### src/rtl/sirv_qspi_slave_link_if.sv
// sirv_qspi_slave_link_if: byte-level link between the SPI slave and the host.
// The slave modport is the SPI side (sinks TX bytes, sources RX bytes);
// the master modport is the host side.
interface sirv_qspi_slave_link_if;
  logic       tx_valid;
  logic [7:0] tx_bits;
  logic       tx_ready;
  logic       rx_valid;
  logic [7:0] rx_bits;
  logic       active;

  modport master (output tx_valid, tx_bits, input tx_ready, rx_valid, rx_bits, active);
  modport slave  (input tx_valid, tx_bits, output tx_ready, rx_valid, rx_bits, active);
endinterface

### src/rtl/sirv_qspi_slave_link.sv
// sirv_qspi_slave_link: single-lane SPI slave. The pins are oversampled by
// clock: each passes through a 2-flop synchronizer plus one delay flop.
// A one-entry TX buffer feeds the MISO shifter; received MOSI bytes appear
// as one-cycle pulses on the link.
// Optional feature: define SIRV_QSPI_SLAVE_UNDERRUN_CNT_EN to add
// io_status_underrun_cnt, a saturating count of TX underruns per selection.
module sirv_qspi_slave_link (
  input  logic clock,
  input  logic rst_n,
  input  logic io_port_sck,
  input  logic io_port_cs_0,
  input  logic io_port_dq_0_i,
  output logic io_port_dq_1_o,
  output logic io_port_dq_1_oe,
  input  logic io_ctrl_sck_pol,
  input  logic io_ctrl_sck_pha,
  input  logic io_ctrl_fmt_endian,
  sirv_qspi_slave_link_if.slave link
`ifdef SIRV_QSPI_SLAVE_UNDERRUN_CNT_EN
  , output logic [7:0] io_status_underrun_cnt
`endif
);

  typedef enum logic {IDLE = 1'b0, ACTIVE = 1'b1} state_t;

  state_t      state_reg, state_next;
  logic [2:0]  sck_sync_reg, cs_sync_reg, mosi_sync_reg;
  logic        pol_reg, pha_reg, endian_reg;
  logic [2:0]  bit_cnt_reg;
  logic [7:0]  rx_shift_reg, rx_bits_reg;
  logic        rx_valid_reg;
  logic [7:0]  buf_reg, tx_shift_reg;
  logic        buf_full_reg;

  logic        sck_rise, sck_fall, cs_rise, cs_fall;
  logic        lead_edge, trail_edge, in_xfer;
  logic        sample_ev, shift_ev, byte_start, tx_hs;
  logic        enter_active, leave_active;
  logic        mosi_bit;
  logic [7:0]  rx_next;

  // Edges come from the last synchronizer stage and the delay stage.
  assign sck_rise = sck_sync_reg[1] & ~sck_sync_reg[2];
  assign sck_fall = ~sck_sync_reg[1] & sck_sync_reg[2];
  assign cs_rise  = cs_sync_reg[1] & ~cs_sync_reg[2];
  assign cs_fall  = ~cs_sync_reg[1] & cs_sync_reg[2];
  assign mosi_bit = mosi_sync_reg[2];

  // Leading edge moves SCK away from its idle polarity.
  assign lead_edge  = pol_reg ? sck_fall : sck_rise;
  assign trail_edge = pol_reg ? sck_rise : sck_fall;
  // An SCK edge coinciding with deselect is not part of the transfer.
  assign in_xfer    = (state_reg == ACTIVE) & ~cs_rise;
  assign sample_ev  = in_xfer & (pha_reg ? trail_edge : lead_edge);
  assign shift_ev   = in_xfer & (pha_reg ? lead_edge : trail_edge);
  // Byte start: selection entry in phase 0 (uses the live pha, latched on
  // this same edge), or the first shift edge of any byte.
  assign byte_start = (enter_active & ~io_ctrl_sck_pha) | (shift_ev & (bit_cnt_reg == 3'd0));
  assign tx_hs      = link.tx_valid & ~buf_full_reg;
  assign rx_next    = endian_reg ? {mosi_bit, rx_shift_reg[7:1]} : {rx_shift_reg[6:0], mosi_bit};

  // Pin synchronizers; idle-high so reset never looks like a selection.
  always_ff @(posedge clock or negedge rst_n) begin
    if (!rst_n) begin
      sck_sync_reg  <= 3'b111;
      cs_sync_reg   <= 3'b111;
      mosi_sync_reg <= 3'b111;
    end else begin
      sck_sync_reg  <= {sck_sync_reg[1:0], io_port_sck};
      cs_sync_reg   <= {cs_sync_reg[1:0], io_port_cs_0};
      mosi_sync_reg <= {mosi_sync_reg[1:0], io_port_dq_0_i};
    end
  end

  // FSM state register.
  always_ff @(posedge clock or negedge rst_n) begin
    if (!rst_n) state_reg <= IDLE;
    else        state_reg <= state_next;
  end

  // FSM next state: selection follows the synchronized chip select.
  always_comb begin
    state_next   = state_reg;
    enter_active = 1'b0;
    leave_active = 1'b0;
    case (state_reg)
      IDLE: begin
        if (cs_fall) begin
          state_next   = ACTIVE;
          enter_active = 1'b1;
        end
      end
      ACTIVE: begin
        if (cs_rise) begin
          state_next   = IDLE;
          leave_active = 1'b1;
        end
      end
      default: state_next = IDLE;
    endcase
  end

  // Mode and bit order are frozen for the whole selection.
  always_ff @(posedge clock or negedge rst_n) begin
    if (!rst_n) begin
      pol_reg    <= 1'b0;
      pha_reg    <= 1'b0;
      endian_reg <= 1'b0;
    end else if (enter_active) begin
      pol_reg    <= io_ctrl_sck_pol;
      pha_reg    <= io_ctrl_sck_pha;
      endian_reg <= io_ctrl_fmt_endian;
    end
  end

  // Bit counter: restarts on every selection edge, wraps naturally 7->0.
  always_ff @(posedge clock or negedge rst_n) begin
    if (!rst_n)                            bit_cnt_reg <= 3'd0;
    else if (enter_active | leave_active)  bit_cnt_reg <= 3'd0;
    else if (sample_ev)                    bit_cnt_reg <= bit_cnt_reg + 3'd1;
  end

  // RX assembly; the byte is published with a one-cycle valid pulse.
  always_ff @(posedge clock or negedge rst_n) begin
    if (!rst_n) begin
      rx_shift_reg <= 8'h00;
      rx_bits_reg  <= 8'h00;
      rx_valid_reg <= 1'b0;
    end else begin
      rx_valid_reg <= 1'b0;
      if (sample_ev) begin
        rx_shift_reg <= rx_next;
        if (bit_cnt_reg == 3'd7) begin
          rx_bits_reg  <= rx_next;
          rx_valid_reg <= 1'b1;
        end
      end
    end
  end

  // TX buffer: a handshake only happens when empty, so it never collides
  // with a drain; a drain and a fill in one cycle leaves the buffer full.
  always_ff @(posedge clock or negedge rst_n) begin
    if (!rst_n) begin
      buf_reg      <= 8'h00;
      buf_full_reg <= 1'b0;
    end else if (tx_hs) begin
      buf_reg      <= link.tx_bits;
      buf_full_reg <= 1'b1;
    end else if (byte_start) begin
      buf_full_reg <= 1'b0;
    end
  end

  // TX shifter: loads the pre-cycle buffer content (or FF on underrun),
  // then shifts toward the output end, filling with ones.
  always_ff @(posedge clock or negedge rst_n) begin
    if (!rst_n)
      tx_shift_reg <= 8'hFF;
    else if (byte_start)
      tx_shift_reg <= buf_full_reg ? buf_reg : 8'hFF;
    else if (shift_ev)
      tx_shift_reg <= endian_reg ? {1'b1, tx_shift_reg[7:1]} : {tx_shift_reg[6:0], 1'b1};
  end

`ifdef SIRV_QSPI_SLAVE_UNDERRUN_CNT_EN
  logic       underrun;
  logic [7:0] underrun_cnt_reg;
  assign underrun = byte_start & ~buf_full_reg;

  // Saturating underrun count, restarted on each selection.
  always_ff @(posedge clock or negedge rst_n) begin
    if (!rst_n)
      underrun_cnt_reg <= 8'h00;
    else if (enter_active)
      underrun_cnt_reg <= {7'd0, underrun};
    else if (underrun && underrun_cnt_reg != 8'hFF)
      underrun_cnt_reg <= underrun_cnt_reg + 8'd1;
  end

  assign io_status_underrun_cnt = underrun_cnt_reg;
`endif

  assign link.active      = (state_reg == ACTIVE);
  assign link.tx_ready    = ~buf_full_reg;
  assign link.rx_valid    = rx_valid_reg;
  assign link.rx_bits     = rx_bits_reg;
  assign io_port_dq_1_oe  = (state_reg == ACTIVE);
  assign io_port_dq_1_o   = endian_reg ? tx_shift_reg[0] : tx_shift_reg[7];

endmodule

### src/flat_wrapper.sv
// flat-port wrapper written by rule: the top's interface ports become plain ports
module sirv_qspi_slave_link_flat 
  (clock, rst_n, io_port_sck, io_port_cs_0, io_port_dq_0_i, io_port_dq_1_o, io_port_dq_1_oe, io_ctrl_sck_pol, io_ctrl_sck_pha, io_ctrl_fmt_endian, link_tx_valid, link_tx_bits, link_tx_ready, link_rx_valid, link_rx_bits, link_active);
  sirv_qspi_slave_link_if link_i ();
  input  logic clock;
  input  logic rst_n;
  input  logic io_port_sck;
  input  logic io_port_cs_0;
  input  logic io_port_dq_0_i;
  output logic io_port_dq_1_o;
  output logic io_port_dq_1_oe;
  input  logic io_ctrl_sck_pol;
  input  logic io_ctrl_sck_pha;
  input  logic io_ctrl_fmt_endian;
  input wire logic [$bits(link_i.tx_valid)-1:0] link_tx_valid;
  input wire logic [$bits(link_i.tx_bits)-1:0] link_tx_bits;
  output wire logic [$bits(link_i.tx_ready)-1:0] link_tx_ready;
  output wire logic [$bits(link_i.rx_valid)-1:0] link_rx_valid;
  output wire logic [$bits(link_i.rx_bits)-1:0] link_rx_bits;
  output wire logic [$bits(link_i.active)-1:0] link_active;
  assign link_i.tx_valid = link_tx_valid;
  assign link_i.tx_bits = link_tx_bits;
  assign link_tx_ready = link_i.tx_ready;
  assign link_rx_valid = link_i.rx_valid;
  assign link_rx_bits = link_i.rx_bits;
  assign link_active = link_i.active;
  sirv_qspi_slave_link u_core (.clock(clock), .rst_n(rst_n), .io_port_sck(io_port_sck), .io_port_cs_0(io_port_cs_0), .io_port_dq_0_i(io_port_dq_0_i), .io_port_dq_1_o(io_port_dq_1_o), .io_port_dq_1_oe(io_port_dq_1_oe), .io_ctrl_sck_pol(io_ctrl_sck_pol), .io_ctrl_sck_pha(io_ctrl_sck_pha), .io_ctrl_fmt_endian(io_ctrl_fmt_endian), .link(link_i));
endmodule
### config.mk
export PLATFORM = sky130hd
export DESIGN_NAME = sirv_qspi_slave_link_flat
export DESIGN_NICKNAME = d
export VERILOG_FILES = /design/src/rtl/sirv_qspi_slave_link_if.sv /design/src/rtl/sirv_qspi_slave_link.sv /design/src/flat_wrapper.sv
export SDC_FILE = /design/constraint.sdc
export NUM_CORES = 1
export LEC_CHECK = 0
export ABC_AREA = 1
export CAP_MARGIN = 20
export CORE_UTILIZATION = 40
export DETAILED_ROUTE_END_ITERATION = 10
export GPL_TIMING_DRIVEN = 0
export PLACE_DENSITY = 0.72
export RECOVER_POWER = 25
export SLEW_MARGIN = 10
export SYNTH_ARGS = -nofsm -noshare
export SYNTH_HDL_FRONTEND = slang
export SYNTH_SLANG_ARGS = --single-unit
### constraint.sdc
create_clock -name clock -period 1.49 [get_ports clock]
set_clock_uncertainty 0.05 [all_clocks]
set_input_delay 0.2235 -clock clock [delete_from_list [all_inputs] [get_ports clock]]
set_output_delay 0.2235 -clock clock [all_outputs]
set_load 0.05 [all_outputs]
Word level (Yosys, flattened, before mapping)
Index checks and enable logic that the tools add are counted.

Register bits: 50. Bits of input ports: 17. Output and inout bits: 13. Word-level logic and storage cells: 63.

Add/subtract/negate cells: 1. Equal/unequal tests: 1. Multiplexer cells: 22. Bitwise gates (word level): 20. Reductions and logical operators: 5.

Operator list (count): two-way mux 8 bit (5); two-way mux 1 bit (14); bitwise AND 1 bit (10); inverter 1 bit (8); two-way mux 3 bit (2); nonzero test 2 bit (3); adder 3 x 1 -> 3 bit, second input constant (1); == test 3 bit, second input constant (1); logical NOT 3 bit (1); OR 1 bit (2); one-hot mux 1 bit (2 select lines) (1); AND reduction 2 bit (1).

Longest topological paths before layout
Depth in word-level cells: 9. Gate-level depth with buffers: 10. Depth with buffers taken out: 10.

Least setup slack after synthesis
Ideal clock, no wire load.

Kind: register to output. Start point: register u_core.endian_reg. End point: output port io_port_dq_1_o. Arrival time: 1.788 ns. Required time: 1.217 ns. Path slack: -0.572 ns. Stages on the path, launching flop included: 4. Path buffers: 2. Cells stage by stage: dfrtp_1 > buf_2 > buf_2 > o21ai_0.

Cells in the longest elaborated chain, start to end: 1.

Ends and longest elaborated chain: start, declared (RTL line sirv_qspi_slave_link.sv:28) `logic pol_reg, pha_reg, endian_reg;`; start signal, assigned (RTL line sirv_qspi_slave_link.sv:112) `endian_reg <= io_ctrl_fmt_endian;`; two-way mux 1 bit (RTL line sirv_qspi_slave_link.sv:189) `assign io_port_dq_1_o = endian_reg ? tx_shift_reg[0] : tx_shift_reg[7];`; end, declared (RTL line flat_wrapper.sv:10) `output logic io_port_dq_1_o;`.

No other way between the ends.

Final worst setup path
Start point: register u_core.sck_sync_reg[1]. End point: register u_core.rx_shift_reg[0].

Cells in the longest elaborated chain, start to end: 5. Elaborated cells on any way between the ends: 7. Classes of those cells: mux: 3; bitwise: 4.

Ends and longest elaborated chain: start, declared (RTL line sirv_qspi_slave_link.sv:27) `logic [2:0] sck_sync_reg, cs_sync_reg, mosi_sync_reg;`; start signal, assigned (RTL line sirv_qspi_slave_link.sv:69) `sck_sync_reg <= {sck_sync_reg[1:0], io_port_sck};`; inverter 1 bit (RTL line sirv_qspi_slave_link.sv:44) `assign sck_fall = ~sck_sync_reg[1] & sck_sync_reg[2];`; bitwise AND 1 bit (RTL line sirv_qspi_slave_link.sv:44); two-way mux 1 bit, on equally long branches (RTL line sirv_qspi_slave_link.sv:50, sirv_qspi_slave_link.sv:51); two-way mux 1 bit (*) (RTL line sirv_qspi_slave_link.sv:54) `assign sample_ev = in_xfer & (pha_reg ? trail_edge : lead_edge);`; bitwise AND 1 bit (*) (RTL line sirv_qspi_slave_link.sv:54); end signal, assigned (RTL line sirv_qspi_slave_link.sv:132) `rx_shift_reg <= rx_next;`; end, declared (RTL line sirv_qspi_slave_link.sv:30) `logic [7:0] rx_shift_reg, rx_bits_reg;`.

Every way passes the cells marked *; elsewhere a longest branch is shown, timed or not. A chain may end at the register's enable or synchronous reset.

==> impl_metrics.py <==
metrics = {
    "grt": {
        "grt-busiest-layer": "met2",
        "grtUsageTotal_pct": 16.5,
        "antenna_found_initial": 0,
        "grt_pass1_wl_um": 8220,
        "grt_max_degree": 29,
        "grt_pass1_vias": 1904,
        "use_met2_pct": 29.2,
        "grt_overflow_total": 0,
        "gr-usage-met3_pct": 3.64,
        "use_met1_pct": 19.8,
    },
    "layout": {
        "diodes": 0,
        "final_util_pct": 55.0,
        "area.growth.synth_to_final_pct": 32.9,
        "final_layout_size_suffix_gt1_share_pct": 33.5,
        "mostFrequentLayoutCell": "nand2_1",
        "final_cell_area_um2": 3260,
        "final_net_count": 365,
        "final_cell_mix": "76 x nand2_1, 43 x inv_1, 32 x dfrtp_1",
        "nFillCells": 546,
    },
    "worst_hold_path": {
        "holdPathStages": 0,
        "hp-class": "reg -> reg",
    },
    "setup_path": {
        "worstSetupEndpointType": "flop",
        "cp.arrival_ns": 1.63,
        "cp.required_ns": 1.63,
        "startpoint_type": "flop",
        "critPathMaxFanout": 8,
        "reg2reg_depth": 8,
        "worst-setup-path-type": "reg -> reg",
    },
    "timing": {
        "rsz0062_at_grt": "true",
        "finalMaxSlewViolations": 0,
        "hold-worst-slack_ns": 0.309,
        "period_needed_ns": 1.49,
        "period_share_pct": 99.7,
        "setup_viol": 0,
        "fmax_mhz": 673,
        "hold_viol": 0,
        "fin_setup_tns_ns": 0,
        "worst_slew_pin_slew_ns": 0.605,
        "timing.max_slew.rel_slack_pct": 59.6,
    },
    "detailed_routing": {
        "vias_per_cell": 4.62,
        "drtIter0Drc": 88,
        "drtPass1Iterations": 4,
        "wl_um": 4840,
        "postRouteAntennaNets": 0,
        "routedWlPerCell_um": 11.5,
        "vias": 1945,
        "drcViolationCount": 0,
    },
    "floorplanning": {
        "core-area_um2": 5920,
        "die-height_um": 80.3,
        "fp.dieArea_um2": 6440,
        "fp-row-count": 28,
        "num_io_pins": 30,
        "die_w_um": 80.3,
        "initial_core_util_pct": 41.4,
    },
    "placed_design": {
        "port_buffers": 29,
        "gp_congestion": 0.793,
        "dp.final_hpwl_um": 3170,
        "dpl_cell_area_um2": 2850,
    },
    "flow_run": {
        "cap_violations": 0,
    },
    "synthesis": {
        "synth_nets": 310,
        "syn_area_um2": 2450,
        "synth_cell_type_count": 28,
        "ys_seq_area_share_pct": 51.9,
        "syn_inst": 290,
        "yosysWarnings": 0,
        "ys_ff_latch": 50,
        "avgSynthCellArea_um2": 8.45,
    },
    "cts": {
        "cts_buffer_depth": 2,
        "clock_latency_ns": 0.30,
        "numClockSinks": 50,
        "root_buffer": "clkbuf_8",
        "cts-htree-levels": 2,
        "cts_tree": "done",
        "clk_pin_slew_ns": 0.09,
        "cts_made_buffers": 5,
    },
    "power_and_ir_drop": {
        "p_per_area_nw_per_um2": 1540,
        "ir_worst_vdd_v": 0.00100,
        "p_leak_nw": 1.69,
    },
    "outcome": {
        "outcome": "finished, final reports clean",
    },
}
metal layers:
| metal | up-vias | wire length [µm] | part of all wire [%] |
|---|---|---|---|
| met5 | - | 0 | 0 |
| met4 | 0 | 55 | 1.1 |
| met3 | 7 | 181 | 3.7 |
| met1 | 893 | 2140 | 44 |
| li1 | 1003 | - | - |
| met2 | 42 | 2460 | 51 |
stage by stage:
| step | total power, mW | setup slack, ns | instances |
|---|---|---|---|
| after floorplan | 3.43 | 0.0644 | 290 |
| after global placement | 3.82 | -1.50 | 394 |
| after detailed placement | 3.89 | -0.566 | 395 |
| after CTS | 4.76 | -0.00921 | 406 |
| after global routing | 5.47 | -0.0707 | 421 |
| final | 5.02 | 0.00422 | 421 |
where the power goes:
part	leakage [nW]	total, mW	internal [mW]	switching (mW)
clock network	0.0482	0.810	0.375	0.435
registers	0.599	2.00	1.79	0.203
logic	1.04	2.21	0.896	1.31
total	1.69	5.02	3.07	1.95
final cells by class:
cell class,instances,area (µm²),area share [%]
well taps,75,93.8,2.88
inverters,51,201,6.19
plain buffers,7,85.1,2.61
clock inverters,1,5.00,0.154
clock buffers,7,86.3,2.65
flip-flops and latches,50,1270,39.1
repair buffers,49,465,14.3
multi-input cells,181,1040,32.1
Yosys cell counts:
library cell	n	area (µm²)
a21boi_0	1	7.51
o21ai_2	5	43.8
a21oi_4	1	16.3
buf_4	2	15.0
nor2_4	1	11.3
or2_2	4	25.0
nand3_1	24	120
a21oi_1	6	30.0
o21ai_0	19	95.1
buf_2	3	15.0
nor2_2	1	6.26
inv_2	3	11.3
ha_1	3	37.5
nand3_2	3	30.0
dfrtp_1	33	826
inv_6	1	8.76
nand2_2	2	12.5
nand2_4	1	11.3
mux2_2	4	45.0
nand4_1	1	6.26
o21ai_1	2	10.0
buf_12	1	20.0
nand2_1	96	360
nand3_4	1	17.5
dfstp_2	17	447
inv_1	47	176
buf_6	2	22.5
nor2_1	6	22.5
worst paths after layout:
path | from | endpoint | slack, ns
max | u_core.sck_sync_reg[1] | u_core.rx_shift_reg[0] | 0.004
min | u_core.sck_sync_reg[0] | u_core.sck_sync_reg[1] | 0.31
max reg2reg | u_core.sck_sync_reg[1] | u_core.rx_shift_reg[0] | 0.004
min reg2reg | u_core.sck_sync_reg[0] | u_core.sck_sync_reg[1] | 0.31
max in group asynchronous | rst_n | u_core.tx_shift_reg[3] | 0.35
min in group asynchronous | rst_n | u_core.link.rx_bits[7] | 0.40
cell families (layout without fill, tap and decap cells):
group / after synthesis / count (layout) / share of synthesized area (%)
DFF: 50 / 50 / 51.9
muxes: 4 / 4 / 1.84
buffers and inverters: 59 / 115 / 11.0
adders and majority gates: 3 / 3 / 1.53
and+or+nand+nor: 140 / 140 / 25.4
AOI/OAI and AO/OA: 34 / 34 / 8.27
critical path, cell delays in order, from the launching register on:
cell,delay (ns)
dfstp_2,0.58
inv_2,0.06
nand3_2,0.07
nand3_2,0.10
nand3_4,0.16
inv_8,0.07
buf_4,0.14
nand2_1,0.08
o21ai_2,0.06
what timing repair did:
item,4_1_cts,5_1_grt
resized for setup,34,56
gates cloned,0,1
hold buffers,1,0
endpoints found under the setup margin,31,34
hold endpoints to repair,17,0
buffers inserted,3,14
pin swaps,1,22
No activity file was read; power rests on OpenSTA's default activity.
